## config.mk

```make
export PLATFORM = sky130hd
export DESIGN_NAME = prog_loader_flat
export DESIGN_NICKNAME = d
export VERILOG_FILES = /design/src/rtl/prog_loader_if.sv /design/src/rtl/prog_loader.sv /design/src/flat_wrapper.sv
export SDC_FILE = /design/constraint.sdc
export NUM_CORES = 1
export LEC_CHECK = 0
export CORE_MARGIN = 2
export CORE_UTILIZATION = 30
export DETAILED_ROUTE_END_ITERATION = 8
export GPL_ROUTABILITY_DRIVEN = 0
export SLEW_MARGIN = 20
export SYNTH_ARGS = -nofsm -noshare
export SYNTH_HDL_FRONTEND = slang
export SYNTH_SLANG_ARGS = --single-unit
```

## constraint.sdc

```tcl
create_clock -name clk -period 4 [get_ports clk]
set_clock_uncertainty 0.2 [all_clocks]
set_input_delay 0.8 -clock clk [delete_from_list [all_inputs] [get_ports clk]]
set_output_delay 0.8 -clock clk [all_outputs]
set_load 0.005 [all_outputs]
```

## src/rtl/prog_loader_if.sv

```systemverilog
// rtl/prog_loader_if.sv - Host byte link, IRAM/DRAM port and CPU control bundle of the program loader
interface prog_loader_if #(
    parameter int W_ADDR  = 8,
    parameter int W_INSTR = 16
);
    logic [7:0]         rx_data;
    logic               rx_valid;
    logic               rx_ready;
    logic [7:0]         tx_data;
    logic               tx_valid;
    logic               tx_ready;
    logic               iram_write;
    logic [W_ADDR-1:0]  iram_addr;
    logic [W_INSTR-1:0] iram_din;
    logic               dram_write;
    logic [W_ADDR-1:0]  dram_addr;
    logic [7:0]         dram_din;
    logic [7:0]         dram_dout;
    logic               cpu_start;
    logic               cpu_idle;
    logic               mem_own;
    logic               busy;

    modport master (
        input  rx_data, rx_valid, tx_ready, dram_dout, cpu_idle,
        output rx_ready, tx_data, tx_valid, iram_write, iram_addr, iram_din,
               dram_write, dram_addr, dram_din, cpu_start, mem_own, busy
    );

    modport slave (
        output rx_data, rx_valid, tx_ready, dram_dout, cpu_idle,
        input  rx_ready, tx_data, tx_valid, iram_write, iram_addr, iram_din,
               dram_write, dram_addr, dram_din, cpu_start, mem_own, busy
    );
endinterface

```

## src/rtl/prog_loader.sv

```systemverilog
// rtl/prog_loader.sv - Loads IRAM/DRAM from a host byte frame, starts the CPU and streams DRAM back
module prog_loader #(
    parameter int W_ADDR     = 8,
    parameter int W_INSTR    = 16,
    parameter int DUMP_DEPTH = 256
) (
    input  logic          clk,
    input  logic          rst,
    prog_loader_if.master bus
);
    typedef enum logic [3:0] {
        IDLE, I_LO, I_HI, D_LEN, D_DATA, START, RUN, DUMP_RD, DUMP_TX
    } state_t;

    localparam logic [W_ADDR:0] DUMP_LAST = (W_ADDR+1)'(DUMP_DEPTH - 1);

    state_t             state, state_nx;
    logic [W_ADDR:0]    cnt, cnt_inc;
    logic [7:0]         len_l, len_d, lo_byte, tx_hold;
    logic               rx_ready, rx_hs, tx_valid, tx_hs, tx_first, armed;
    logic               write_pending;
    logic               iram_write, dram_write, cpu_start, mem_own;
    logic [W_ADDR-1:0]  iram_addr, dram_addr;
    logic [W_INSTR-1:0] iram_din;
    logic [7:0]         dram_din;

    assign cnt_inc       = cnt + 1'b1;
    assign rx_ready      = !rst && (state inside {IDLE, I_LO, I_HI, D_LEN, D_DATA});
    assign tx_valid      = (state == DUMP_TX);
    assign rx_hs         = bus.rx_valid && rx_ready;
    assign tx_hs         = tx_valid && bus.tx_ready;
    assign write_pending = iram_write || dram_write;

    assign bus.rx_ready   = rx_ready;
    assign bus.tx_valid   = tx_valid;
    // RAM data appears one cycle after the address, so the first DUMP_TX cycle forwards it directly
    assign bus.tx_data    = tx_first ? bus.dram_dout : tx_hold;
    assign bus.iram_write = iram_write;
    assign bus.iram_addr  = iram_addr;
    assign bus.iram_din   = iram_din;
    assign bus.dram_write = dram_write;
    assign bus.dram_addr  = dram_addr;
    assign bus.dram_din   = dram_din;
    assign bus.cpu_start  = cpu_start;
    assign bus.mem_own    = mem_own;
    assign bus.busy       = (state != IDLE);

    always_ff @(posedge clk) begin
        if (rst) begin
            state <= IDLE;
        end else begin
            state <= state_nx;
        end
    end

    always_comb begin
        state_nx = state;
        case (state)
            IDLE:    if (rx_hs) state_nx = I_LO;
            I_LO:    if (rx_hs) state_nx = I_HI;
            I_HI:    if (rx_hs) state_nx = (cnt == (W_ADDR+1)'(len_l)) ? D_LEN : I_LO;
            D_LEN:   if (rx_hs) state_nx = (bus.rx_data == 8'd0) ? START : D_DATA;
            D_DATA:  if (rx_hs && cnt_inc == (W_ADDR+1)'(len_d)) state_nx = START;
            START:   if (!write_pending) state_nx = RUN;
            RUN:     if (armed && bus.cpu_idle) state_nx = DUMP_RD;
            DUMP_RD: state_nx = DUMP_TX;
            DUMP_TX: if (tx_hs) state_nx = (cnt == DUMP_LAST) ? IDLE : DUMP_RD;
            default: state_nx = IDLE;
        endcase
    end

    always_ff @(posedge clk) begin
        if (rst) begin
            cnt        <= '0;
            len_l      <= '0;
            len_d      <= '0;
            lo_byte    <= '0;
            tx_hold    <= '0;
            tx_first   <= 1'b0;
            armed      <= 1'b0;
            iram_write <= 1'b0;
            iram_addr  <= '0;
            iram_din   <= '0;
            dram_write <= 1'b0;
            dram_addr  <= '0;
            dram_din   <= '0;
            cpu_start  <= 1'b0;
            mem_own    <= 1'b1;
        end else begin
            iram_write <= 1'b0;
            dram_write <= 1'b0;
            cpu_start  <= 1'b0;
            tx_first   <= 1'b0;
            // idle is only trusted from the second cycle after the start pulse onwards
            armed      <= (state == RUN) && !cpu_start;
            case (state)
                IDLE: if (rx_hs) begin
                    len_l <= bus.rx_data;
                    cnt   <= '0;
                end
                I_LO: if (rx_hs) lo_byte <= bus.rx_data;
                I_HI: if (rx_hs) begin
                    iram_write <= 1'b1;
                    iram_addr  <= cnt[W_ADDR-1:0];
                    iram_din   <= W_INSTR'({bus.rx_data, lo_byte});
                    cnt        <= cnt_inc;
                end
                D_LEN: if (rx_hs) begin
                    len_d <= bus.rx_data;
                    cnt   <= '0;
                end
                D_DATA: if (rx_hs) begin
                    dram_write <= 1'b1;
                    dram_addr  <= cnt[W_ADDR-1:0];
                    dram_din   <= bus.rx_data;
                    cnt        <= cnt_inc;
                end
                START: if (!write_pending) begin
                    cpu_start <= 1'b1;
                    mem_own   <= 1'b0;
                end
                RUN: if (state_nx == DUMP_RD) begin
                    mem_own   <= 1'b1;
                    cnt       <= '0;
                    dram_addr <= '0;
                end
                DUMP_RD: tx_first <= 1'b1;
                DUMP_TX: begin
                    if (tx_first) tx_hold <= bus.dram_dout;
                    if (tx_hs && cnt != DUMP_LAST) begin
                        cnt       <= cnt_inc;
                        dram_addr <= cnt_inc[W_ADDR-1:0];
                    end
                end
                default: ;
            endcase
        end
    end
endmodule
```

## src/flat_wrapper.sv

```systemverilog
// flat-port wrapper written by rule: the top's interface ports become plain ports
module prog_loader_flat 
#(
    parameter int W_ADDR     = 8,
    parameter int W_INSTR    = 16,
    parameter int DUMP_DEPTH = 256
)
  (clk, rst, bus_rx_data, bus_rx_valid, bus_tx_ready, bus_dram_dout, bus_cpu_idle, bus_rx_ready, bus_tx_data, bus_tx_valid, bus_iram_write, bus_iram_addr, bus_iram_din, bus_dram_write, bus_dram_addr, bus_dram_din, bus_cpu_start, bus_mem_own, bus_busy);
  prog_loader_if #(.W_ADDR(W_ADDR), .W_INSTR(W_INSTR)) bus_i ();
  input  logic clk;
  input  logic rst;
  input wire logic [$bits(bus_i.rx_data)-1:0] bus_rx_data;
  input wire logic [$bits(bus_i.rx_valid)-1:0] bus_rx_valid;
  input wire logic [$bits(bus_i.tx_ready)-1:0] bus_tx_ready;
  input wire logic [$bits(bus_i.dram_dout)-1:0] bus_dram_dout;
  input wire logic [$bits(bus_i.cpu_idle)-1:0] bus_cpu_idle;
  output wire logic [$bits(bus_i.rx_ready)-1:0] bus_rx_ready;
  output wire logic [$bits(bus_i.tx_data)-1:0] bus_tx_data;
  output wire logic [$bits(bus_i.tx_valid)-1:0] bus_tx_valid;
  output wire logic [$bits(bus_i.iram_write)-1:0] bus_iram_write;
  output wire logic [$bits(bus_i.iram_addr)-1:0] bus_iram_addr;
  output wire logic [$bits(bus_i.iram_din)-1:0] bus_iram_din;
  output wire logic [$bits(bus_i.dram_write)-1:0] bus_dram_write;
  output wire logic [$bits(bus_i.dram_addr)-1:0] bus_dram_addr;
  output wire logic [$bits(bus_i.dram_din)-1:0] bus_dram_din;
  output wire logic [$bits(bus_i.cpu_start)-1:0] bus_cpu_start;
  output wire logic [$bits(bus_i.mem_own)-1:0] bus_mem_own;
  output wire logic [$bits(bus_i.busy)-1:0] bus_busy;
  assign bus_i.rx_data = bus_rx_data;
  assign bus_i.rx_valid = bus_rx_valid;
  assign bus_i.tx_ready = bus_tx_ready;
  assign bus_i.dram_dout = bus_dram_dout;
  assign bus_i.cpu_idle = bus_cpu_idle;
  assign bus_rx_ready = bus_i.rx_ready;
  assign bus_tx_data = bus_i.tx_data;
  assign bus_tx_valid = bus_i.tx_valid;
  assign bus_iram_write = bus_i.iram_write;
  assign bus_iram_addr = bus_i.iram_addr;
  assign bus_iram_din = bus_i.iram_din;
  assign bus_dram_write = bus_i.dram_write;
  assign bus_dram_addr = bus_i.dram_addr;
  assign bus_dram_din = bus_i.dram_din;
  assign bus_cpu_start = bus_i.cpu_start;
  assign bus_mem_own = bus_i.mem_own;
  assign bus_busy = bus_i.busy;
  prog_loader #(.W_ADDR(W_ADDR), .W_INSTR(W_INSTR), .DUMP_DEPTH(DUMP_DEPTH)) u_core (.clk(clk), .rst(rst), .bus(bus_i));
endmodule
```

==> results.toml, run 1 <==
[cts]
cts-root-buf = "clkbuf_16"
htree_levels = 3
hold_buffers = 0
cts_buffers = 9
cts.clk_slew.worst_paths_ps = 60
ctsResizeCount = 0
cts_tree = "yes"
clkSinkCount = 91
cts_buffer_depth = 2
post_cts_buffers = 0
clock_latency_ps = 340

[power]
power_density_nw_per_um2 = 356
p_total_mw = 1.85
vdd_drop_max_uv = 229
power_leakage_nw = 2.01

[global_route]
grt_pass1_wl_um = 17500
grt_pass1_vias = 3366
grt_max_degree = 76
antenna_found_initial = 0
gr-total-overflow = 0
grt.total_usage_pct = 15.1

[placement]
dp_slack_ps = 825
hpwl_um = 7230
dp.cells = 701
io_buffers = 75
placed_cell_area_um2 = 4900

[outcome]
outcome = "complete, no violations"

[setup_path]
crit_buf_inv = 2
crit_family = "simple AND/OR/NAND/NOR gates"
crit_type = "flip-flop to output pin"
rr_worst_depth = 10
critPathMaxFanout = 16
r2r-start = "u_core.cnt[0]"
cp.arrival_ps = 2200
path_cells = "or4b_4 -> clkinv_1 -> clkdlybuf4s50_1"
r2r-end = "u_core.cnt[7]"
worstPathRequired_ps = 3000
cp-start-kind = "flip-flop"
cp_slowest_cell = "or4b_4"
max_stage_delay_ps = 650
reg2reg_setup_slack_ps = 900
worstSetupEndpointType = "output pin"

[sta]
rsz0062_at_grt = "false"
hold_viol = 0
worst_pin_slew_ps = 795
final.setup.worst_slack_ps = 801
setup_viol = 0
finalCritPeriodShare_pct = 80.0
finalSetupTns_ps = 0
slew_viol_final = 0
max_slew_margin_pct = 46.7
max_freq_ghz = 0.313
min_period_ps = 3200

[min_path]
min_path_cells = 1
min_delay_worst_endpoint = "u_core.armed"
hold_class = "flip-flop to flip-flop"
min_from = "u_core.bus.cpu_start"

[floorplan]
start_util_pct = 30.8
placementRows = 42
die_y_um = 121
dieWidth_um = 121
fp.dieArea_um2 = 14500
ioPinCount = 76
core_area_um2 = 13200

[synthesis]
yosysSeqAreaShare_pct = 44.7
post_synth_inst_count = 482
synth-edff-count = 0
yosys_warnings = 0
synth_largest_area_cell = "dfxtp_1"
synth_ff_type = "dfxtp_1"
avgSynthCellArea_um2 = 8.45
synth.distinct_cells = 48
yosysMostFrequentCell = "dfxtp_1"
ys_seq_elements = 91
async_flop_share_pct = 0
ys_top_cells_by_count = "dfxtp_1, nor2_1, nand2_1"
synth_top_area_share_pct = 44.7
synth_area_um2 = 4070
synth_nets = 505
synthTopCellsByArea = "dfxtp_1, mux2i_1, nor2_1, nand2_1, a21oi_1"

[layout]
area_delta_synth_final_pct = 27.5
fin_nets = 559
regArea_um2 = 1820
fillers = 1370
layout.cells.non_filler = 717
antennaDiodeCount = 0
fin_area_um2 = 5190
drive_gt1_share_pct = 6.65
multi_input_area_um2 = 2060

[flow_run]
max_cap_violations = 0

[drt]
drtAntennaViolNets = 0
firstDrtPassIters = 4
drc = 0
drt-vias-per-instance = 4.88
routedWlPerCell_um = 14.7
vias = 3502
drt_iter0_markers = 140
wl_um = 10500
==> power breakdown <==
group / switching (mW) / internal [mW] / total [mW] / leakage [nW]
Combinational: 0.0579 / 0.0466 / 0.105 / 1.13
Sequential: 0.0107 / 0.915 / 0.926 / 0.734
Clock: 0.356 / 0.460 / 0.816 / 0.144
Total: 0.425 / 1.42 / 1.85 / 2.01
==> state kept, by name, indices dropped and copies added (netlist names), 4 cells and up <==
register,flops
u_core.bus.dram_addr,8
u_core.len_l,8
u_core.bus.iram_din,16
u_core.cnt,9
u_core.bus.dram_din,8
u_core.len_d,8
u_core.tx_hold,8
u_core.bus.iram_addr,8
u_core.lo_byte,8
u_core.state,4
==> cell families after synthesis <==
group	count (synthesis)	share of synthesized area (%)
AOI/OAI and AO/OA	83	12.7
xor gates and xnor gates	20	4.30
adders and majority gates	2	0.614
buffers and inverters	44	4.79
DFF	91	44.7
muxes	43	10.8
and+or+nand+nor	199	22.0
==> area by class of cell <==
type                    instances  area share, %
flip-flops and latches         91           35.1
inverters                       8          0.578
repair buffers                 79           14.9
multi-input cells             347           39.6
well taps                     176           4.24
clock buffers                  12           4.94
clock inverters                 4          0.603
==> through the flow <==
step | utilization (%) | hold slack [ps]
3_3_place_gp | 37.0 | 214
2_1_floorplan | - | 222
6_report | 39.2 | 225
4_1_cts | 39.2 | 232
5_1_grt | 39.2 | 249
3_5_place_dp | 37.0 | 224
==> layer usage <==
layer / wire [um] / global-route usage, % / vias to the layer above / part of all wire [%]
met1: 4900 / 20.0 / 1636 / 47
met2: 4910 / 23.6 / 106 / 47
li1: - / - / 1753 / -
met4: 99 / 5.16 / 0 / 0.94
met3: 610 / 4.20 / 7 / 5.8
met5: 0 / 0 / - / 0
==> how the worst max path moves through the flow <==
stage,from,to,slack (ps),cells past startpoint
6_report,u_core.state[3],bus_tx_valid,800,3
3_3_place_gp,bus_rx_valid,u_core.bus.dram_addr[2],860,6
3_5_place_dp,bus_rx_valid,u_core.cnt[7],830,6
5_1_grt,u_core.state[3],bus_tx_valid,710,3
2_1_floorplan,u_core.cnt[1],u_core.cnt[7],1150,12
4_1_cts,u_core.state[3],bus_tx_valid,800,3
==> layout by cell type, fill, tap and decap left out, types with 2 or more instances in the layout <==
cell type	Yosys	final
inv_1	6	6
a311oi_1	4	4
nand4_1	4	4
nor3_1	15	15
or4_1	2	2
a211oi_1	6	6
a21o_1	5	5
buf_4	2	4
mux2i_1	35	35
nand2b_1	4	4
ha_1	2	2
o21ai_0	13	13
nand3b_1	5	5
a31oi_1	7	7
clkdlybuf4s50_1	0	74
a21oi_1	38	38
nand2_1	60	60
or2_2	3	3
mux2_2	8	8
or3_1	2	2
xor2_1	6	6
xnor2_1	14	14
nor2b_1	4	4
nor4_1	3	3
clkbuf_16	0	9
clkbuf_8	0	2
inv_6	0	2
dfxtp_1	91	91
nand3_1	13	13
nor2_1	77	77
Note: power is estimated with default switching activity, not from simulation.
==> run 2: changes to the inputs <==
clock period = 3.13 ns   (was 4 ns; I/O delays follow)
==> results.toml, run 2 (synthesis results as in run 1) <==
[layout]
fin_area_um2 = 5290
fin_nets = 571
multi_input_area_um2 = 2060
fillers = 1361
largest-register = "u_core.bus.iram_din"
drive_gt1_share_pct = 9.04
regArea_um2 = 1820
antennaDiodeCount = 0
final_cell_mix = "dfxtp_1, nor2_1, clkdlybuf4s50_1, nand2_1, a21oi_1"
area_delta_synth_final_pct = 29.9
top_regs = "u_core.bus.iram_din: 16 flops, u_core.cnt: 9 flops"
largest_reg_flops = 16
final_common_cell = "dfxtp_1"

[placement]
placed_cell_area_um2 = 4990
hpwl_um = 7420
io_buffers = 75

[sta]
finalCritPeriodShare_pct = 95.3
slew_viol_final = 0
worst_pin_slew_ps = 840
min_period_ps = 2980
max_slew_margin_pct = 43.8
setup_viol = 0
hold_viol = 0
hold-worst-slack_ps = 225
finalSetupTns_ps = 0
rsz0062_at_grt = "false"
max_freq_ghz = 0.335

[cts]
htree_levels = 3
cts_buffer_depth = 2
clock_latency_ps = 340
cts_tree = "yes"
cts.clk_slew.worst_paths_ps = 70
post_cts_buffers = 0
cts-root-buf = "clkbuf_16"
cts_buffers = 9
clkSinkCount = 91

[power]
power_leakage_nw = 2.07
pwr-share-seq_pct = 49.6
power.share.clock_pct = 44.4
swShare_pct = 23.9
vdd_drop_max_uv = 336
power_density_nw_per_um2 = 450
p_sw_mw = 0.570
internal_power_mw = 1.81
comb_power_share_pct = 5.9

[setup_path]
max_stage_delay_ps = 700
cp-start-kind = "flip-flop"
path_cells = "or4b_4 -> clkinv_1 -> clkdlybuf4s50_1"
crit_type = "flip-flop to output pin"
cp.arrival_ps = 2160
cp_slowest_cell = "or4b_4"
worstSetupEndpointType = "output pin"
worstPathRequired_ps = 2300
critPathMaxFanout = 16

[drt]
wl_um = 10600
drtAntennaViolNets = 0
routedWlPerCell_um = 14.5
drc = 0
vias = 3551
drt-vias-per-instance = 4.87
firstDrtPassIters = 4
drt_iter0_markers = 138

[global_route]
antenna_found_initial = 0
grt_max_degree = 57
grt.total_usage_pct = 14.9
grt_pass1_vias = 3525
gr-total-overflow = 0
grt_pass1_wl_um = 17400

[floorplan]
start_util_pct = 30.8
core_area_um2 = 13200
placementRows = 42
fp.dieArea_um2 = 14500
die_y_um = 121
dieWidth_um = 121
ioPinCount = 76

[flow_run]
max_cap_violations = 0

[outcome]
outcome = "complete, no violations"

[min_path]
hold_class = "flip-flop to flip-flop"
[run 2: what timing repair did]
| item | 4_1_cts | 5_1_grt |
|---|---|---|
| resized for setup | 0 | 1 |
| setup endpoints to repair | 0 | 1 |
| hold buffers | 0 | 0 |
[run 2: final cells by class]
class | instances | area share [%]
multi-input combinational | 347 | 38.9
tap | 176 | 4.16
inverter | 8 | 0.568
clock buffer | 10 | 4.52
timing repair buffer | 91 | 16.4
sequential | 91 | 34.5
clock inverter | 6 | 1.06
[run 2: power by group through the flow]
stage,combinational (mW),sequential [mW],clock [mW]
2_1_floorplan,0.0804,1.20,0
3_3_place_gp,0.140,1.21,0
3_5_place_dp,0.142,1.21,0
4_1_cts,0.142,1.18,1.08
5_1_grt,0.156,1.18,1.13
6_report,0.141,1.18,1.06
[run 2: final timing paths]
path / from / slack [ps] / depth (start not counted) / end
max reg2reg: u_core.cnt[0] / 340 / 10 / u_core.cnt[7]
min reg2reg: u_core.bus.cpu_start / 220 / 1 / u_core.armed
min: u_core.bus.cpu_start / 220 / 1 / u_core.armed
max: u_core.state[0] / 150 / 3 / bus_tx_valid
[run 2: stage by stage]
stage / power (mW) / worst slack (ps) / std cells / utilization, %
finish: 2.38 / 148 / 729 / 39.9
global route: 2.47 / 50.3 / 729 / 39.9
CTS: 2.41 / 38.9 / 729 / 39.9
detailed placement: 1.35 / 352 / 713 / 37.7
global placement: 1.35 / 402 / 713 / 37.7
floorplan: 1.28 / 276 / 482 / -
[run 2: worst max-delay path, delay by kind of cell (launching register included)]
kind / cells / cell delay [ps]
AND/OR/NAND/NOR: 1 / 700
buffers and inverters: 2 / 660
flip-flops: 1 / 450
[run 2: per-layer routing]
metal  up-vias  GRT usage, %  part of all wire [%]  routed length [um]
met4         0          4.29                  0.82                  87
met2       106          23.8                    46                4880
met3         9          3.92                   5.7                 601
met5         -             0                     0                   0
li1       1784             -                     -                   -
met1      1652          19.9                    47                5030
==> edit (flow settings as in run 1) <==
Reset style: asynchronous (`rst`), changed in 2 clocked blocks.
--- a/src/rtl/prog_loader.sv
+++ b/src/rtl/prog_loader.sv
@@ -45,7 +45,7 @@
     assign bus.mem_own    = mem_own;
     assign bus.busy       = (state != IDLE);
 
-    always_ff @(posedge clk) begin
+    always_ff @(posedge clk or posedge rst) begin
         if (rst) begin
             state <= IDLE;
         end else begin
@@ -69,7 +69,7 @@
         endcase
     end
 
-    always_ff @(posedge clk) begin
+    always_ff @(posedge clk or posedge rst) begin
         if (rst) begin
             cnt        <= '0;
             len_l      <= '0;
Formal check against the unedited RTL: differs if rst is asserted again (counterexample within 4 cycles, from zero or initial values and one cycle with rst high); with rst held inactive, the same outputs for 10 cycles.
==> edit against run 1 <==
  * Design area rose by 7.5%
  * Routed wire length fell by 0.37%
  * Worst setup slack got worse by 280 ps
  * Synthesized cell count fell by 18%
  * Synthesized area rose by 7.3%
  * Core utilization fell by 0.35 points
  * Sequential cell count did not move
  * Critical path type unchanged
  * Critical endpoint unchanged
Power is not compared: it rests on default switching activity, and its combinational part moved more than twofold at a synthesized area within 25%.
==> edit: results (changes against run 1) <==
[synthesis]
syn-num-nets=420  ; -17%
synthTopCellsByArea=dfrtp_1, mux2_2, nand2_1
synth_xor_area_frac=0.0361  ; -0.00694
synthTopCellsByCount=dfrtp_1, nand2_1, mux2_2, o21ai_0
synth_fa_ha_area_frac=0.00573  ; -0.000419
synth.distinct_cells=54  ; +13%
synth_seq_area_share=0.521  ; +0.0740
synthMuxAreaShare=0.149  ; +0.0410
synth_top_flop_cell=dfrtp_1
async_reset_ff_frac=1.00  ; +1.00
ys_warn_count=0  ; unchanged
synth_compound_area_frac=0.114  ; -0.0136

[clock_network]
cts_resized=0  ; unchanged
insertion_delay_ps=340  ; about the same

[worst_setup_path]
crit_fanout=22  ; +6
r2r-start=u_core.cnt[0]
regToRegSetupSlack_ps=620  ; -280 ps
crit_arrival_ps=2480  ; +280 ps
timing.rr.end=u_core.cnt[5]
rr_worst_depth=9  ; -1

[global_route]
grt_max_degree=58  ; -24%
grtUsageTotal=0.139  ; -0.0121
antenna_found_initial=0  ; unchanged
grt_pass1_wl_um=17200  ; -2.0%

[sta]
tightest_slew_ps=749  ; -46.8 ps

[min_path]
whs_endpoint=u_core.bus.iram_din[1]
hold_path_depth=2  ; +1
hold_path.startpoint=u_core.lo_byte[1]

[placed_design]
dpl_cell_area_sq_um=5280  ; +7.7%
place_ws_ps=647  ; -178 ps
dpl.hpwl_um=7400  ; +2.3%

[run_status]
outcome=completed

[layout]
drive_gt1_frac=0.164  ; +0.0976
fin_nets=487  ; -13%

[route]
via_count=3217  ; -8.1%
dr.pass1.iters=4  ; unchanged
drt_iter0_drc=141  ; +0.71%
wl_per_cell_um=16.1  ; +9.4%

[power_and_ir_drop]
peakVddDrop_mv=0.403

## edit: power breakdown
part / total, mW / switching (mW) / leakage (nW) / internal (mW)
clock: 0.852 / 0.362 / 0.140 / 0.490
combinational: 1.55 / 0.645 / 1.08 / 0.904
sequential: 1.57 / 0.278 / 1.14 / 1.29
total: 3.97 / 1.28 / 2.37 / 2.69
## edit: worst max-delay path by stage
stage                          from       endpoint  slack, ps  depth (start not counted)
floorplan                       rst   u_core.armed        640                          1
global placement      u_core.cnt[0]  u_core.cnt[7]        790                          9
detailed placement    u_core.cnt[0]  u_core.cnt[5]        650                          9
CTS                 u_core.state[1]   bus_tx_valid        510                          3
global route          u_core.cnt[0]  u_core.cnt[5]        380                          9
finish              u_core.state[1]   bus_tx_valid        520                          3
## edit: layer usage
layer,global-route usage,vias to the layer above,share of wire
li1,-,1525,-
met2,0.215,90,0.46
met5,0,-,0
met3,0.0369,16,0.048
met1,0.187,1586,0.47
met4,0.0482,0,0.020
## edit: cell families after synthesis
group	Yosys count
AO/OA/AOI/OAI	70
XOR/XNOR	18
adder cells (fa/ha/maj)	2
buffers and inverters	33
flip-flops	91
multiplexers	58
AND/OR/NAND/NOR	125
## edit: through the flow
step,std cells,utilization,hold slack (ps)
finish,653,0.389,266
floorplan,397,-,227
detailed placement,637,0.368,258
CTS,653,0.389,272
global placement,637,0.368,219
global route,653,0.389,288
## edit: layout make-up
cell class / count / area (sq um)
Timing Repair Buffer: 79 / 793
Clock inverter: 6 / 71.3
Tap cell: 184 / 230
Multi-Input combinational cell: 273 / 1940
Sequential cell: 91 / 2280
Fill cell: 1401 / 8790
Inverter: 10 / 38.8
Clock buffer: 10 / 229
## edit: critical path, cell delays in order (launching register included)
cell and delay [ps]:
dfrtp_1 520, or4b_4 750, inv_2 300, clkdlybuf4s50_1 560
